<file path="src/rtl/muu_response_combine512.sv">
// Merges a metadata header, key words and value words into one output packet stream.
// Every output word passes through a single holding register that is stable while stalled.
module muu_response_combine512 #(
  parameter int NET_META_WIDTH = 64,
  parameter int VALUE_WIDTH    = 512,
  parameter int USER_BITS      = 3,
  parameter int OPS_META_WIDTH = 96,
  localparam int MW            = NET_META_WIDTH + OPS_META_WIDTH + USER_BITS,
  localparam int DW            = NET_META_WIDTH + VALUE_WIDTH
) (
  input  logic                   clk,
  input  logic                   rst,
  input  logic [MW-1:0]          meta_data,
  input  logic                   meta_valid,
  output logic                   meta_ready,
  input  logic [63:0]            key_data,
  input  logic                   key_valid,
  input  logic                   key_last,
  output logic                   key_ready,
  input  logic [VALUE_WIDTH-1:0] value_data,
  input  logic                   value_valid,
  input  logic                   value_last,
  output logic                   value_ready,
  output logic [DW-1:0]          m_axis_tdata,
  output logic                   m_axis_tvalid,
  output logic                   m_axis_tlast,
  output logic [USER_BITS-1:0]   m_axis_tuserid,
  input  logic                   m_axis_tready,
  output logic [15:0]            err_count
);

  localparam int NMW     = NET_META_WIDTH;
  localparam int UID_LSB = NET_META_WIDTH + OPS_META_WIDTH;

  typedef enum logic [2:0] {S_IDLE, S_HDR2, S_KEY, S_VALUE, S_VDRAIN} state_t;

  state_t                 state_q, state_d;
  logic [NMW-1:0]         net_q, net_d;
  logic [15:0]            loadlen_q, loadlen_d;
  logic [7:0]             opcode_q, opcode_d;
  logic [7:0]             peer_q, peer_d;
  logic [23:0]            hdr_q, hdr_d;
  logic [7:0]             keyleft_q, keyleft_d;
  logic [12:0]            valleft_q, valleft_d;
  logic [USER_BITS-1:0]   uid_q, uid_d;
  logic [DW-1:0]          tdata_q, tdata_d;
  logic                   tvalid_q, tvalid_d;
  logic                   tlast_q, tlast_d;
  logic [USER_BITS-1:0]   tuser_q, tuser_d;
  logic [15:0]            err_q, err_d;
  logic                   err_inc;
  logic                   rst_q;

  // Field views of the incoming metadata word.
  logic [NMW-1:0]         m_net;
  logic [12:0]            m_vw;
  logic [7:0]             m_keylen, m_peer, m_opcode;
  logic [31:0]            m_hdr;
  logic [USER_BITS-1:0]   m_uid;
  logic [15:0]            m_loadlen;
  logic                   unused_meta;

  assign m_net       = meta_data[NMW-1:0];
  assign m_vw        = meta_data[NMW+15:NMW+3];
  assign m_keylen    = meta_data[NMW+23:NMW+16];
  assign m_peer      = meta_data[NMW+31:NMW+24];
  assign m_hdr       = meta_data[NMW+63:NMW+32];
  assign m_opcode    = meta_data[NMW+87:NMW+80];
  assign m_uid       = meta_data[MW-1:UID_LSB];
  assign m_loadlen   = {8'b0, m_keylen} + {3'b0, m_vw};
  assign unused_meta = ^{meta_data[NMW+2:NMW], m_hdr[31:24],
                         meta_data[NMW+79:NMW+64], meta_data[UID_LSB-1:NMW+88]};

  logic [VALUE_WIDTH-1:0] w0_pay, w1_pay, key_pay;
  assign w0_pay  = {{(VALUE_WIDTH-48){1'b0}}, m_loadlen, m_opcode, m_peer, m_hdr[15:0]};
  assign w1_pay  = {{(VALUE_WIDTH-48){1'b0}}, loadlen_q, opcode_q, hdr_q};
  assign key_pay = {{(VALUE_WIDTH-64){1'b0}}, key_data};

  logic outfree, meta_fire, key_fire, value_fire;
  assign outfree     = ~tvalid_q | m_axis_tready;
  // rst_q holds the readies low for the cycle after any reset edge.
  assign meta_ready  = (state_q == S_IDLE) & outfree & ~rst_q;
  assign key_ready   = (state_q == S_KEY) & outfree & ~rst_q;
  assign value_ready = (((state_q == S_VALUE) & outfree) | (state_q == S_VDRAIN)) & ~rst_q;
  assign meta_fire   = meta_valid & meta_ready;
  assign key_fire    = key_valid & key_ready;
  assign value_fire  = value_valid & value_ready;

  always_comb begin
    state_d   = state_q;
    net_d     = net_q;
    loadlen_d = loadlen_q;
    opcode_d  = opcode_q;
    peer_d    = peer_q;
    hdr_d     = hdr_q;
    keyleft_d = keyleft_q;
    valleft_d = valleft_q;
    uid_d     = uid_q;
    tdata_d   = tdata_q;
    tuser_d   = tuser_q;
    tvalid_d  = outfree ? 1'b0 : tvalid_q;
    tlast_d   = outfree ? 1'b0 : tlast_q;
    err_inc   = 1'b0;
    case (state_q)
      S_IDLE: if (meta_fire) begin
        net_d     = m_net;
        loadlen_d = m_loadlen;
        opcode_d  = m_opcode;
        peer_d    = m_peer;
        hdr_d     = m_hdr[23:0];
        keyleft_d = m_keylen;
        valleft_d = m_vw;
        uid_d     = m_uid;
        tdata_d   = {m_net, w0_pay};
        tuser_d   = m_uid;
        tvalid_d  = 1'b1;
        state_d   = S_HDR2;
      end
      S_HDR2: if (outfree) begin
        tdata_d  = {net_q, w1_pay};
        tuser_d  = uid_q;
        tvalid_d = 1'b1;
        tlast_d  = (loadlen_q == 16'd0);
        if (loadlen_q == 16'd0)    state_d = S_IDLE;
        else if (keyleft_q != 8'd0) state_d = S_KEY;
        else                        state_d = S_VALUE;
      end
      S_KEY: if (key_fire) begin
        tdata_d   = {net_q, key_pay};
        tuser_d   = uid_q;
        tvalid_d  = 1'b1;
        keyleft_d = keyleft_q - 8'd1;
        err_inc   = key_last != (keyleft_q == 8'd1);
        if (keyleft_q == 8'd1) begin
          if (valleft_q == 13'd0) begin
            tlast_d = 1'b1;
            state_d = S_IDLE;
          end else begin
            state_d = S_VALUE;
          end
        end
      end
      S_VALUE: if (value_fire) begin
        tdata_d   = {net_q, value_data};
        tuser_d   = uid_q;
        tvalid_d  = 1'b1;
        valleft_d = valleft_q - 13'd1;
        if (valleft_q == 13'd1) begin
          tlast_d = 1'b1;
          err_inc = ~value_last;
          state_d = value_last ? S_IDLE : S_VDRAIN;
        end else if (value_last) begin
          tlast_d = 1'b1;
          err_inc = 1'b1;
          state_d = S_IDLE;
        end
      end
      S_VDRAIN: if (value_fire && value_last) state_d = S_IDLE;
      default: state_d = S_IDLE;
    endcase
    err_d = (err_inc && err_q != 16'hFFFF) ? err_q + 16'd1 : err_q;
  end

  always_ff @(posedge clk) begin
    if (rst) begin
      state_q  <= S_IDLE;
      tvalid_q <= 1'b0;
      tlast_q  <= 1'b0;
      err_q    <= 16'd0;
      rst_q    <= 1'b1;
    end else begin
      state_q  <= state_d;
      tvalid_q <= tvalid_d;
      tlast_q  <= tlast_d;
      err_q    <= err_d;
      rst_q    <= 1'b0;
    end
  end

  always_ff @(posedge clk) begin
    net_q     <= net_d;
    loadlen_q <= loadlen_d;
    opcode_q  <= opcode_d;
    peer_q    <= peer_d;
    hdr_q     <= hdr_d;
    keyleft_q <= keyleft_d;
    valleft_q <= valleft_d;
    uid_q     <= uid_d;
    tdata_q   <= tdata_d;
    tuser_q   <= tuser_d;
  end

  assign m_axis_tdata   = tdata_q;
  assign m_axis_tvalid  = tvalid_q;
  assign m_axis_tlast   = tlast_q;
  assign m_axis_tuserid = tuser_q;
  assign err_count      = err_q;

endmodule

</file>
<file path="config.mk">
export PLATFORM = sky130hd
export DESIGN_NAME = muu_response_combine512
export DESIGN_NICKNAME = d
export VERILOG_FILES = /design/src/rtl/muu_response_combine512.sv
export SDC_FILE = /design/constraint.sdc
export NUM_CORES = 1
export LEC_CHECK = 0
export ABC_AREA = 1
export BUFFER_PORTS_ARGS = -buffer_cell sky130_fd_sc_hd__buf_2
export CAP_MARGIN = 30
export CORE_AREA = 2 2 523 525
export CTS_BUF_LIST = sky130_fd_sc_hd__clkbuf_16
export DETAILED_ROUTE_END_ITERATION = 10
export DIE_AREA = 0 0 525 527
export GPL_TIMING_DRIVEN = 0
export SETUP_SLACK_MARGIN = 0.4
export SYNTH_ARGS = -nofsm -noshare
export SYNTH_HDL_FRONTEND = slang
export SYNTH_SLANG_ARGS = --single-unit
</file>
<file path="constraint.sdc">
create_clock -name clk -period 29.5 [get_ports clk]
set_clock_uncertainty 0.1 [all_clocks]
set_input_delay 1.475 -clock clk [delete_from_list [all_inputs] [get_ports clk]]
set_output_delay 1.475 -clock clk [all_outputs]
set_load 0.005 [all_outputs]
</file>
# ---- Yosys cells after proc, flatten, opt, wreduce, memory -nomap -nowiden
# Index checks and enable logic that the tools add are counted.
dict set report totals {
  elab_cells 111
  out_inout_bits 600
  inputBits 747
  regBits 737
}
dict set report classes {
  eq_ne 15
  bitwise_logic 14
  n_addsub 4
  muxes 50
  reduce_logical 14
}
# op count
set op_table {}
lappend op_table {{$mux W576} 4}
lappend op_table {{$pmux W576 S4} 1}
lappend op_table {{$mux W3} 13}
lappend op_table {{$mux W13} 2}
lappend op_table {{$pmux W13 S2} 1}
lappend op_table {{$mux W1} 19}
lappend op_table {{$add A16 B1 Y16 const B} 1}
lappend op_table {{$logic_not A16 Y1} 1}
lappend op_table {{$mux W8} 2}
lappend op_table {{$ne A16 B16 Y1 const B} 1}
lappend op_table {{$pmux W8 S2} 1}
lappend op_table {{$pmux W3 S5} 1}
lappend op_table {{$add A8 B13 Y14} 1}
lappend op_table {{$eq A13 B1 Y1 const B} 1}
lappend op_table {{$logic_not A13 Y1} 1}
lappend op_table {{$sub A13 B1 Y13 const B} 1}
lappend op_table {{$pmux W3 S4} 1}
lappend op_table {{$and A1 B1 Y1} 9}
lappend op_table {{$eq A8 B1 Y1 const B} 1}
lappend op_table {{$ne A2 B2 Y1 const B} 4}
lappend op_table {{$reduce_bool A8 Y1} 1}
lappend op_table {{$sub A8 B1 Y8 const B} 1}
lappend op_table {{$reduce_and A7 Y1} 1}
lappend op_table {{$eq A3 B2 Y1 const B} 2}
lappend op_table {{18 further kinds} 26}

# ---- Logic depth before layout (Yosys ltp)
# Gate-level depths: netlist (run 1).
dict set report depth {
  depth_word 9
  depth_mapped 12
  ltp_nobuf 12
}

# ---- Worst setup path after synthesis (run 1)
# No wires, ideal clock.
dict set report synth_timing {
  path_kind {input -> register}
  start {input port m_axis_tready}
  end {register tdata_q[0], in the netlist m_axis_tdata[0] (enable)}
  slack_ns 1.702
  setup_ns 1.536
  arrival_ns 26.162
  required_time_ns 27.864
  path_stages 8
  path_buffers 0
  cell_sequence {inv_1 nand2_1 nand2_1 o21ai_0 nand2_1 inv_1 nand3_1 nor2_1}
}
dict set report synth_between {
  elab_chain_cells 7
  elab_cells_between_ends 16
  classes_between {4 x eq/ne; 11 x bitwise; 1 x reduce/logical}
}
# element line
set synth_lines {}
lappend synth_lines {{start: declaration} 28} ;# input logic m_axis_tready,
lappend synth_lines {{$or A1 B1 Y1 (*)} 80} ;# assign outfree = ~tvalid_q | m_axis_tready;
lappend synth_lines {{$and A1 B1 Y1} 84} ;# assign value_ready = (((state_q == S_VALUE) & outfree) | (state_q == S_VDRAIN)) & ~rst_q;
lappend synth_lines {{$or A1 B1 Y1} 84}
lappend synth_lines {{$and A1 B1 Y1} 84}
lappend synth_lines {{$and A1 B1 Y1} 87} ;# assign value_fire = value_valid & value_ready;
lappend synth_lines {{$ne A2 B2 Y1 (no line)} --}
lappend synth_lines {{$reduce_and A5 Y1 (no line) (*)} --}
lappend synth_lines {{end signal: assignment} 189} ;# tdata_q <= tdata_d;
lappend synth_lines {{end: declaration} 46} ;# logic [DW-1:0] tdata_q, tdata_d;
# Mark *: on every way between the ends. The rest lies on a longest branch, timed or not.
# A chain may end at the register's enable or synchronous reset.

# ---- Worst setup path after layout (run 1)
dict set report layout_timing {
  start {input port m_axis_tready}
  end {register tdata_q[152], in the netlist m_axis_tdata[152] (enable)}
}
# The elaborated chain is that of the path after synthesis.

==> results.cfg, run 1 <==
[synth]
ys_seq_area_frac = 0.734
synth_top_area_cell = edfxtp_1
synth_nets = 3319
synth_edf_count = 713
yosys_warnings = 0
yosysMostFrequentCell = edfxtp_1
avgSynthCellArea_um2 = 11.6
syn_area_mm2 = 0.0298
syn_inst = 2556
ys_types = 46
ys.flop_type = edfxtp_1
yosys-top-cells-area = edfxtp_1 72%, nor2_1 6.5%, inv_1 6.4%
synth-seq-cells = 735
ys_async_sr_fraction = 0
yosysTopAreaCellShare = 0.719
ys_top_cells_by_count = 713 x edfxtp_1, 517 x nor2_1, 509 x inv_1, 410 x nand2_1, 70 x nand3_1

[clock_network]
cts_tree = yes
clk_latency_ps = 810
cts_inserted_buffers = 96
root_buffer = clkbuf_16
clockBufferDepth = 4
clock-sinks = 735
cts_max_level = 3
post-cts-setup-buffers = 0
cts.repair.resized = 0
path_clk_slew_ps = 70
hold_buffers = 0

[sta]
slew_violations = 0
setup_violations = 0
worst_slack_ps = 24040
fin_crit_ps = 5460
finalCritPeriodShare = 0.185
tightest_slew_ps = 1140
rsz0062_at_grt = no
max_freq_mhz = 183
hold_violations = 0
relSlewSlack = 0.236

[critical_path]
worstPathArrival_ps = 5830
crit_fanout = 34
setup.worst_path.start = m_axis_tready
reg2reg_slack_ps = 24220
critPathCaptureType = register
crit_type = in2reg
critPathRequiredTime_ps = 29880
r2r-end = m_axis_tdata[152]$_DFFE_PP_
cp-start-kind = primary input
crit_end = m_axis_tdata[152]$_DFFE_PP_
worstRegToRegCells = 18
r2r-start = state_q[2]$_SDFFE_PP0P_

[layout]
drive_above_1_share = 0.383
area_delta_synth_final_pct = 50.7
final_area_mm2 = 0.0449
fillCellCount = 30500
nets = 4761

[drt]
via_count = 26004
postRouteAntennaNets = 0
wl_per_cell_um = 28.4
detail_route.iter0.violations = 2661
viasPerCell = 3.35
routed_wl_um = 220000
firstDrtPassIters = 5
drc = 0

[power]
power_leakage_nw = 20.3
vdd_drop_max_mv = 0.0784
p_per_area_mw_per_mm2 = 110

[global_route]
antenna_found_initial = 319
grt_pass1_wl_um = 268000
gr-usage-all-layers = 0.153
grt-ovfl-total = 0
grt_max_degree = 62
grt_pass1_vias = 23664

[floorplan]
dieArea_mm2 = 0.277
num_rows = 192
die_h_um = 527
pin_count = 1347
core_mm2 = 0.272
dieWidth_um = 525
initial_core_util = 0.110

[run]
drv_cap = 0

[placed_design]
gp_congestion = 0.965
dpl-instance-area_mm2 = 0.0415
io_buffers = 1311
dpl_worst_slack_ps = 23180
dp_hpwl_um = 192000

[hold_path]
hp-class = reg2reg

[run_status]
outcome = completed
routing by layer:
metal | GRT usage | vias to the layer above | part of all wire
li1 | - | 11287 | -
met1 | 0.168 | 12028 | 0.37
met2 | 0.228 | 1855 | 0.42
met3 | 0.114 | 628 | 0.17
met4 | 0.0433 | 206 | 0.033
met5 | 0.00554 | - | 0.0060
cell type report:
type                            count  area (um2)  share of cell area
Clock buffer                       97        2430              0.0541
Antenna cell                      105         263             0.00586
Timing Repair Buffer             1344        7200               0.161
Multi-Input combinational cell   1212        5590               0.124
Inverter                          514        1930              0.0431
Tap cell                         3589        4490               0.100
Buffer                             95         414             0.00923
Sequential cell                   735       21900               0.487
Clock inverter                     77         697              0.0155
state kept, by name (all words and copies together) (netlist names), 8 cells and up:
name	count
hdr_q	24
err_count	16
m_axis_tdata	576
keyleft_q	8
valleft_q	13
loadlen_q	14
net_q	64
opcode_q	8
cells in the final DEF (no fill, tap or decap), drive strengths merged:
cell type,count
buf,1372
edfxtp,713
inv,538
nor2,519
nand2,415
clkbuf,164
diode,105
nand3,84
a22oi,41
clkinv,37
o21ai,26
a21oi,25
xor2,24
dfxtp,22
a22o,19
ha,15
bufinv,10
nor3,8
clkinvlp,6
a221oi,5
xnor2,5
o211ai,4
a31oi,4
nand4,4
and2,3
a21boi,2
o21a,2
o21bai,2
o31ai,1
nand3b,1
a31o,1
nor4,1
fa,1
cells by family after synthesis:
family,Yosys count,share of synthesized area
and+or+nand+nor,1035,0.140
buffers and inverters,609,0.0786
xor gates and xnor gates,29,0.00853
adders and majority gates,16,0.00698
DFF,735,0.734
AOI/OAI and AO/OA,132,0.0315
critical path, stage by stage:
cell and delay, ps:
buf_2 80, inv_1 30, nand2_1 90, nand2_1 210
o21ai_4 220, nand2_1 90, nand2_1 130, nand3_1 150
nor2_4 620, buf_12 290, buf_12 240, buf_12 210
buf_12 230, buf_12 260, buf_12 240, buf_12 220
buf_12 230, buf_12 230, buf_12 230, buf_16 200
report_power, final:
group	total [mW]	leakage [nW]	internal [mW]	switching, mW
combinational	1.78	11.5	0.535	1.25
clock	1.20	1.58	0.689	0.510
sequential	1.95	7.23	1.83	0.127
total	4.94	20.3	3.05	1.89
metrics by stage:
step | instances | util | power, mW | TNS, ps | hold WS [ps]
after floorplan | 2556 | - | 2.91 | 0 | 380
after global placement | 7456 | 0.150 | 3.49 | -7657940 | 393
after detailed placement | 7489 | 0.153 | 3.80 | 0 | 398
after CTS | 7663 | 0.164 | 5.03 | 0 | 388
after global routing | 7685 | 0.164 | 5.17 | 0 | 401
final | 7768 | 0.165 | 4.94 | 0 | 392
how the worst min path moves through the flow:
stage / startpoint / endpoint / slack [ps] / cells past startpoint
after floorplan: err_count[11]$_SDFFE_PP0P_ / err_count[11]$_SDFFE_PP0P_ / 380 / 2
after global placement: err_count[13]$_SDFFE_PP0P_ / err_count[13]$_SDFFE_PP0P_ / 390 / 2
after detailed placement: net_q[61]$_DFFE_PP_ / m_axis_tdata[573]$_DFFE_PP_ / 400 / 2
after CTS: net_q[11]$_DFFE_PP_ / m_axis_tdata[523]$_DFFE_PP_ / 390 / 2
after global routing: net_q[11]$_DFFE_PP_ / m_axis_tdata[523]$_DFFE_PP_ / 400 / 2
final: net_q[11]$_DFFE_PP_ / m_axis_tdata[523]$_DFFE_PP_ / 390 / 2
Power figures use the tool's default switching activity.
==> run 2, diff against run 1 <==
- clock period: 29.5 -> 5 ns (I/O delays scaled with it)
==> run 2 against run 1 <==
Compared with the run above:
- first-iteration DRC count down 2.3%
- flip-flop and latch count unchanged
- hold slack worse by 300 ps
- non-clock buffer count up 733
- design area up 16%
- sequential share of layout area down 6.8 points
- combinational power rose to 6.7 times the previous value
- largest cell class unchanged
- register-to-register slack worse by 23000 ps
- worst setup slack worse by 23000 ps
- utilization up 2.7 points
- final cell count up 9.4%
- critical path type is now reg2reg
- critical endpoint is now m_axis_tdata[285]$_DFFE_PP_
==> results.cfg, run 2 (synthesis gave the netlist of run 1 again) <==
[sta]
tns_ps = 0
rsz0062_at_grt = no
finalCritPeriodShare = 0.743
hold_violations = 0
worst_slack_ps = 1290
setup_violations = 0
slew_violations = 0
tightest_slew_ps = 903
fin_hold_ws_ps = 96.2
fin_crit_ps = 3710
max_freq_mhz = 269
relSlewSlack = 0.398

[floorplan]
dieWidth_um = 525
pin_count = 1347
num_rows = 192
initial_core_util = 0.110
core_mm2 = 0.272
dieArea_mm2 = 0.277
die_h_um = 527

[placed_design]
dpl-instance-area_mm2 = 0.0415
dp_hpwl_um = 191000
dpl_worst_slack_ps = 1130
io_buffers = 1311
gp_congestion = 0.966

[layout]
mostFrequentLayoutCells = 1335 x buf_2, 736 x dlygate4sd3_1, 713 x edfxtp_1
final_util = 0.192
fillCellCount = 29901
final_area_mm2 = 0.0521
drive_above_1_share = 0.325
nets = 5496
largest_reg_flops = 576
mostFrequentLayoutCell = buf_2
area_delta_synth_final_pct = 75.2

[critical_path]
critPathCaptureType = register
worstPathArrival_ps = 4130
crit_type = reg2reg
r2r-end = m_axis_tdata[285]$_DFFE_PP_
crit_fanout = 30
reg2reg_slack_ps = 1290
r2r-start = state_q[2]$_SDFFE_PP0P_
setup.worst_path.start = state_q[2]$_SDFFE_PP0P_
critPathRequiredTime_ps = 5420
cp-start-kind = register
crit_end = m_axis_tdata[285]$_DFFE_PP_
worstRegToRegCells = 13

[clock_network]
cts_tree = yes
cts_max_level = 3
root_buffer = clkbuf_16
cts_inserted_buffers = 98
clockBufferDepth = 4
clock-sinks = 735
path_clk_slew_ps = 70
clk_latency_ps = 800
cts.repair.resized = 0

[drt]
routed_wl_um = 227000
wl_per_cell_um = 26.6
detail_route.iter0.violations = 2600
drc = 0
firstDrtPassIters = 6
via_count = 28836
viasPerCell = 3.39
postRouteAntennaNets = 0

[global_route]
grt_pass1_vias = 27537
grt-ovfl-total = 0
gr-usage-all-layers = 0.157
grt_max_degree = 74
grt_pass1_wl_um = 282000
antenna_found_initial = 265

[power]
p_per_area_mw_per_mm2 = 584
vdd_drop_max_mv = 0.591
power_leakage_nw = 23.3

[hold_path]
hp-class = in2reg
min_from = meta_data[47]

[run_status]
outcome = completed

[run]
drv_cap = 0
-- run 2: cell types whose count changed in the layout (fill, tap and decap cells not counted), sizes merged, moves of 3 or more --
| cell | change |
|---|---|
| clkinv | -7 |
| buf | -3 |
| inv | +7 |
| bufinv | -5 |
| dlygate4sd3 | +736 |
| clkinvlp | +3 |
-- run 2: critical path, cell delays in order (launching register included) --
cell and delay, ps:
dfxtp_4 380, inv_4 80, nand3_4 340, o21ai_4 390, nand2_2 90, nand2_2 110, nand3_2 110, nor2_4 410
buf_12 240, buf_12 200, buf_12 200, buf_12 220, buf_16 220, buf_12 230
-- run 2: how the worst min path moves through the flow --
stage / slack, ps / endpoint / cells after the start
detailed placement: 280 / rst_q$_DFF_P_ / 1
global route: 30 / net_q[13]$_DFFE_PP_ / 2
finish: 100 / net_q[47]$_DFFE_PP_ / 2
global placement: 280 / rst_q$_DFF_P_ / 1
CTS: 0.2 / net_q[47]$_DFFE_PP_ / 2
floorplan: 180 / rst_q$_DFF_P_ / 0
-- run 2: power by group --
group / total, mW / switching, mW / internal (mW)
sequential: 11.6 / 0.776 / 10.8
clock: 6.99 / 3.15 / 3.85
combinational: 11.9 / 8.07 / 3.84
-- run 2: what timing repair did --
| action | in CTS | in global routing |
|---|---|---|
| endpoints found under the setup margin | 0 | 0 |
| endpoints found under the hold margin | 752 | 0 |
| buffers inserted | 0 | 0 |
| hold buffers | 736 | 0 |
-- run 2: through the flow --
| stage | power [mW] | instances |
|---|---|---|
| 6_report | 30.5 | 8500 |
| 3_5_place_dp | 23.0 | 7486 |
| 4_1_cts | 31.0 | 8395 |
| 5_1_grt | 31.9 | 8436 |
| 2_1_floorplan | 12.9 | 2556 |
| 3_3_place_gp | 16.1 | 7456 |
-- run 2: final cells by class --
class                   count  area (um2)  share of cell area
clock inverters            75         597              0.0114
diodes                    105         263             0.00504
repair buffers           2077       14500               0.278
flip-flops and latches    735       21900               0.419
clock buffers              98        2450              0.0470
inverters                 514        1940              0.0372
well taps                3589        4490              0.0861
plain buffers              95         417             0.00799
multi-input cells        1212        5610               0.108
-- run 2: per-layer routing --
metal / part of all wire / global-route usage / vias to the layer above
met1: 0.37 / 0.179 / 13538
met3: 0.14 / 0.0857 / 561
met4: 0.036 / 0.0482 / 188
met5: 0.0054 / 0 / -
met2: 0.45 / 0.250 / 1798
li1: - / - / 12751
==> run 3, diff against run 2 <==
- clock period: 5 -> 3.35 ns (I/O delays scaled with it)
==> run 3 against run 2 <==
Compared with the run above:
- largest cell class unchanged
- critical path type unchanged
- sequential power increased by 49%
- die area unchanged
- highest routed layer unchanged
- register-to-register slack got worse by 790 ps
- flip-flop and latch count unchanged
- critical endpoint is now m_axis_tdata[156]$_DFFE_PP_
- worst setup slack lost 790 ps
- global-route usage increased by 0.90 points
- clock power grew 60%
- maximum frequency rose by 30%
- count of clock-buffer cells in the layout rose by 4
- first-iteration DRC count is 11% lower
==> results.cfg, run 3 (synthesis gave the netlist of run 1 again) <==
[drt]
drc = 0
via_count = 29194
routed_wl_um = 240000
postRouteAntennaNets = 0
detail_route.iter0.violations = 2325
wl_per_cell_um = 28.0
firstDrtPassIters = 6
viasPerCell = 3.40

[layout]
multi_input_area_mm2 = 0.00563
final_util = 0.197
fillCellCount = 29786
nets = 5568
finalNonFillerCells = 8574
area_delta_synth_final_pct = 79.7
mostFrequentLayoutCells = 1335 x buf_2, 764 x dlygate4sd3_1, 713 x edfxtp_1
register_area_mm2 = 0.0219
largest_reg_flops = 576
mostFrequentLayoutCell = buf_2
drive_above_1_share = 0.333

[sta]
slew_violations = 0
relSlewSlack = 0.362
fin_crit_ps = 2860
setup_violations = 0
tightest_slew_ps = 958
max_freq_mhz = 350
rsz0062_at_grt = yes
tns_ps = 0
hold_violations = 0
finalCritPeriodShare = 0.853

[placed_design]
dp.cells = 7493
gp_congestion = 0.941
io_buffers = 1311
dp_hpwl_um = 203000

[critical_path]
r2r-end = m_axis_tdata[156]$_DFFE_PP_
setup.worst_path.start = state_q[2]$_SDFFE_PP0P_
crit_fanout = 10
critPathRequiredTime_ps = 3780
cp_top_family = buffers and inverters
crit_buf_inv = 6
cp_cell_sequence = inv_4, nand3_4, buf_12, buf_4, clkbuf_1, buf_8, clkdlybuf4s15_1, nor2_1
worstPathArrival_ps = 3290
slowest_delay_ps = 720
r2r-start = state_q[2]$_SDFFE_PP0P_
crit_type = reg2reg
cp-start-kind = register
reg2reg_slack_ps = 490
critPathCaptureType = register
slowest_stage = clkdlybuf4s15_1
worstRegToRegCells = 8

[hold_path]
hp-class = in2reg
min_from = meta_data[47]
worstHoldPathCells = 2
whs_endpoint = net_q[47]$_DFFE_PP_

[power]
power_leakage_nw = 23.9
p_seq_frac = 0.358
clockPowerShare = 0.232
p_int_mw = 29.6
p_total_mw = 48.3
p_per_area_mw_per_mm2 = 903
vdd_drop_max_mv = 0.708
switchingPower_mw = 18.7
comb_power_share = 0.410
swShare = 0.386

[floorplan]
dieWidth_um = 525
pin_count = 1347
num_rows = 192
die_h_um = 527
core_mm2 = 0.272
dieArea_mm2 = 0.277
initial_core_util = 0.110

[global_route]
antenna_found_initial = 282
grt_max_degree = 37
grt_pass1_vias = 27889
gr-usage-all-layers = 0.166
grt-ovfl-total = 0
grt_pass1_wl_um = 296000

[clock_network]
path_clk_slew_ps = 60
cts_tree = yes
cts_inserted_buffers = 101
clockBufferDepth = 4
clk_latency_ps = 800
root_buffer = clkbuf_16
cts_max_level = 3
clock-sinks = 735

[run]
drv_cap = 0

[run_status]
outcome = completed
run 3: worst max-delay path by stage:
stage	to	cells after the start
6_report	m_axis_tdata[156]$_DFFE_PP_	8
3_5_place_dp	m_axis_tdata[3]$_DFFE_PP_	13
5_1_grt	m_axis_tdata[131]$_DFFE_PP_	14
4_1_cts	m_axis_tdata[156]$_DFFE_PP_	8
2_1_floorplan	m_axis_tdata[0]$_DFFE_PP_	7
3_3_place_gp	m_axis_tdata[432]$_DFFE_PP_	7
run 3: worst register-to-register path, cell delays in order (launching register included):
cell and delay [ps]:
dfxtp_4 420, inv_4 70, nand3_4 90, buf_12 140, buf_4 320, clkbuf_1 370
buf_8 210, clkdlybuf4s15_1 730, nor2_1 150
run 3: layout make-up:
class | instances | share of cell area
inverter | 514 | 0.0363
clock inverter | 81 | 0.0142
antenna | 100 | 0.00468
multi-input combinational | 1212 | 0.105
clock buffer | 102 | 0.0477
buffer | 95 | 0.00793
timing repair buffer | 2146 | 0.291
sequential | 735 | 0.409
tap | 3589 | 0.0839
run 3: power by group through the flow:
| stage | Sequential, mW | Clock (mW) | Combinational, mW |
|---|---|---|---|
| after floorplan | 14.3 | 0 | 3.43 |
| after global placement | 13.4 | 0 | 8.68 |
| after detailed placement | 17.4 | 0 | 16.9 |
| after CTS | 17.3 | 11.6 | 19.7 |
| after global routing | 17.6 | 11.8 | 20.9 |
| final | 17.3 | 11.2 | 19.8 |
run 3: what timing repair did:
item                                    in CTS  in global routing
hold buffers                               764                  0
pin swaps                                    1                  0
gates resized for setup                     18                 10
hold endpoints to repair                   797                  0
gates cloned                                 8                  4
endpoints found under the setup margin     540                 77
setup buffers                               12                 10
run 3: per-layer routing:
| metal | track usage | wire length, um | vias to the layer above |
|---|---|---|---|
| li1 | - | - | 12896 |
| met2 | 0.256 | 105000 | 1880 |
| met5 | 0.00416 | 1290 | - |
| met1 | 0.201 | 96900 | 13695 |
| met4 | 0.0612 | 10100 | 168 |
| met3 | 0.0756 | 27500 | 555 |
run 3: stage by stage:
stage	instance area, um2	hold slack, ps	setup WS [ps]
6_report	53500	52.8	492
2_1_floorplan	29800	95.2	-6720
3_3_place_gp	40900	191	-13270
4_1_cts	53000	0.398	341
5_1_grt	53300	37.3	392
3_5_place_dp	41600	196	-568
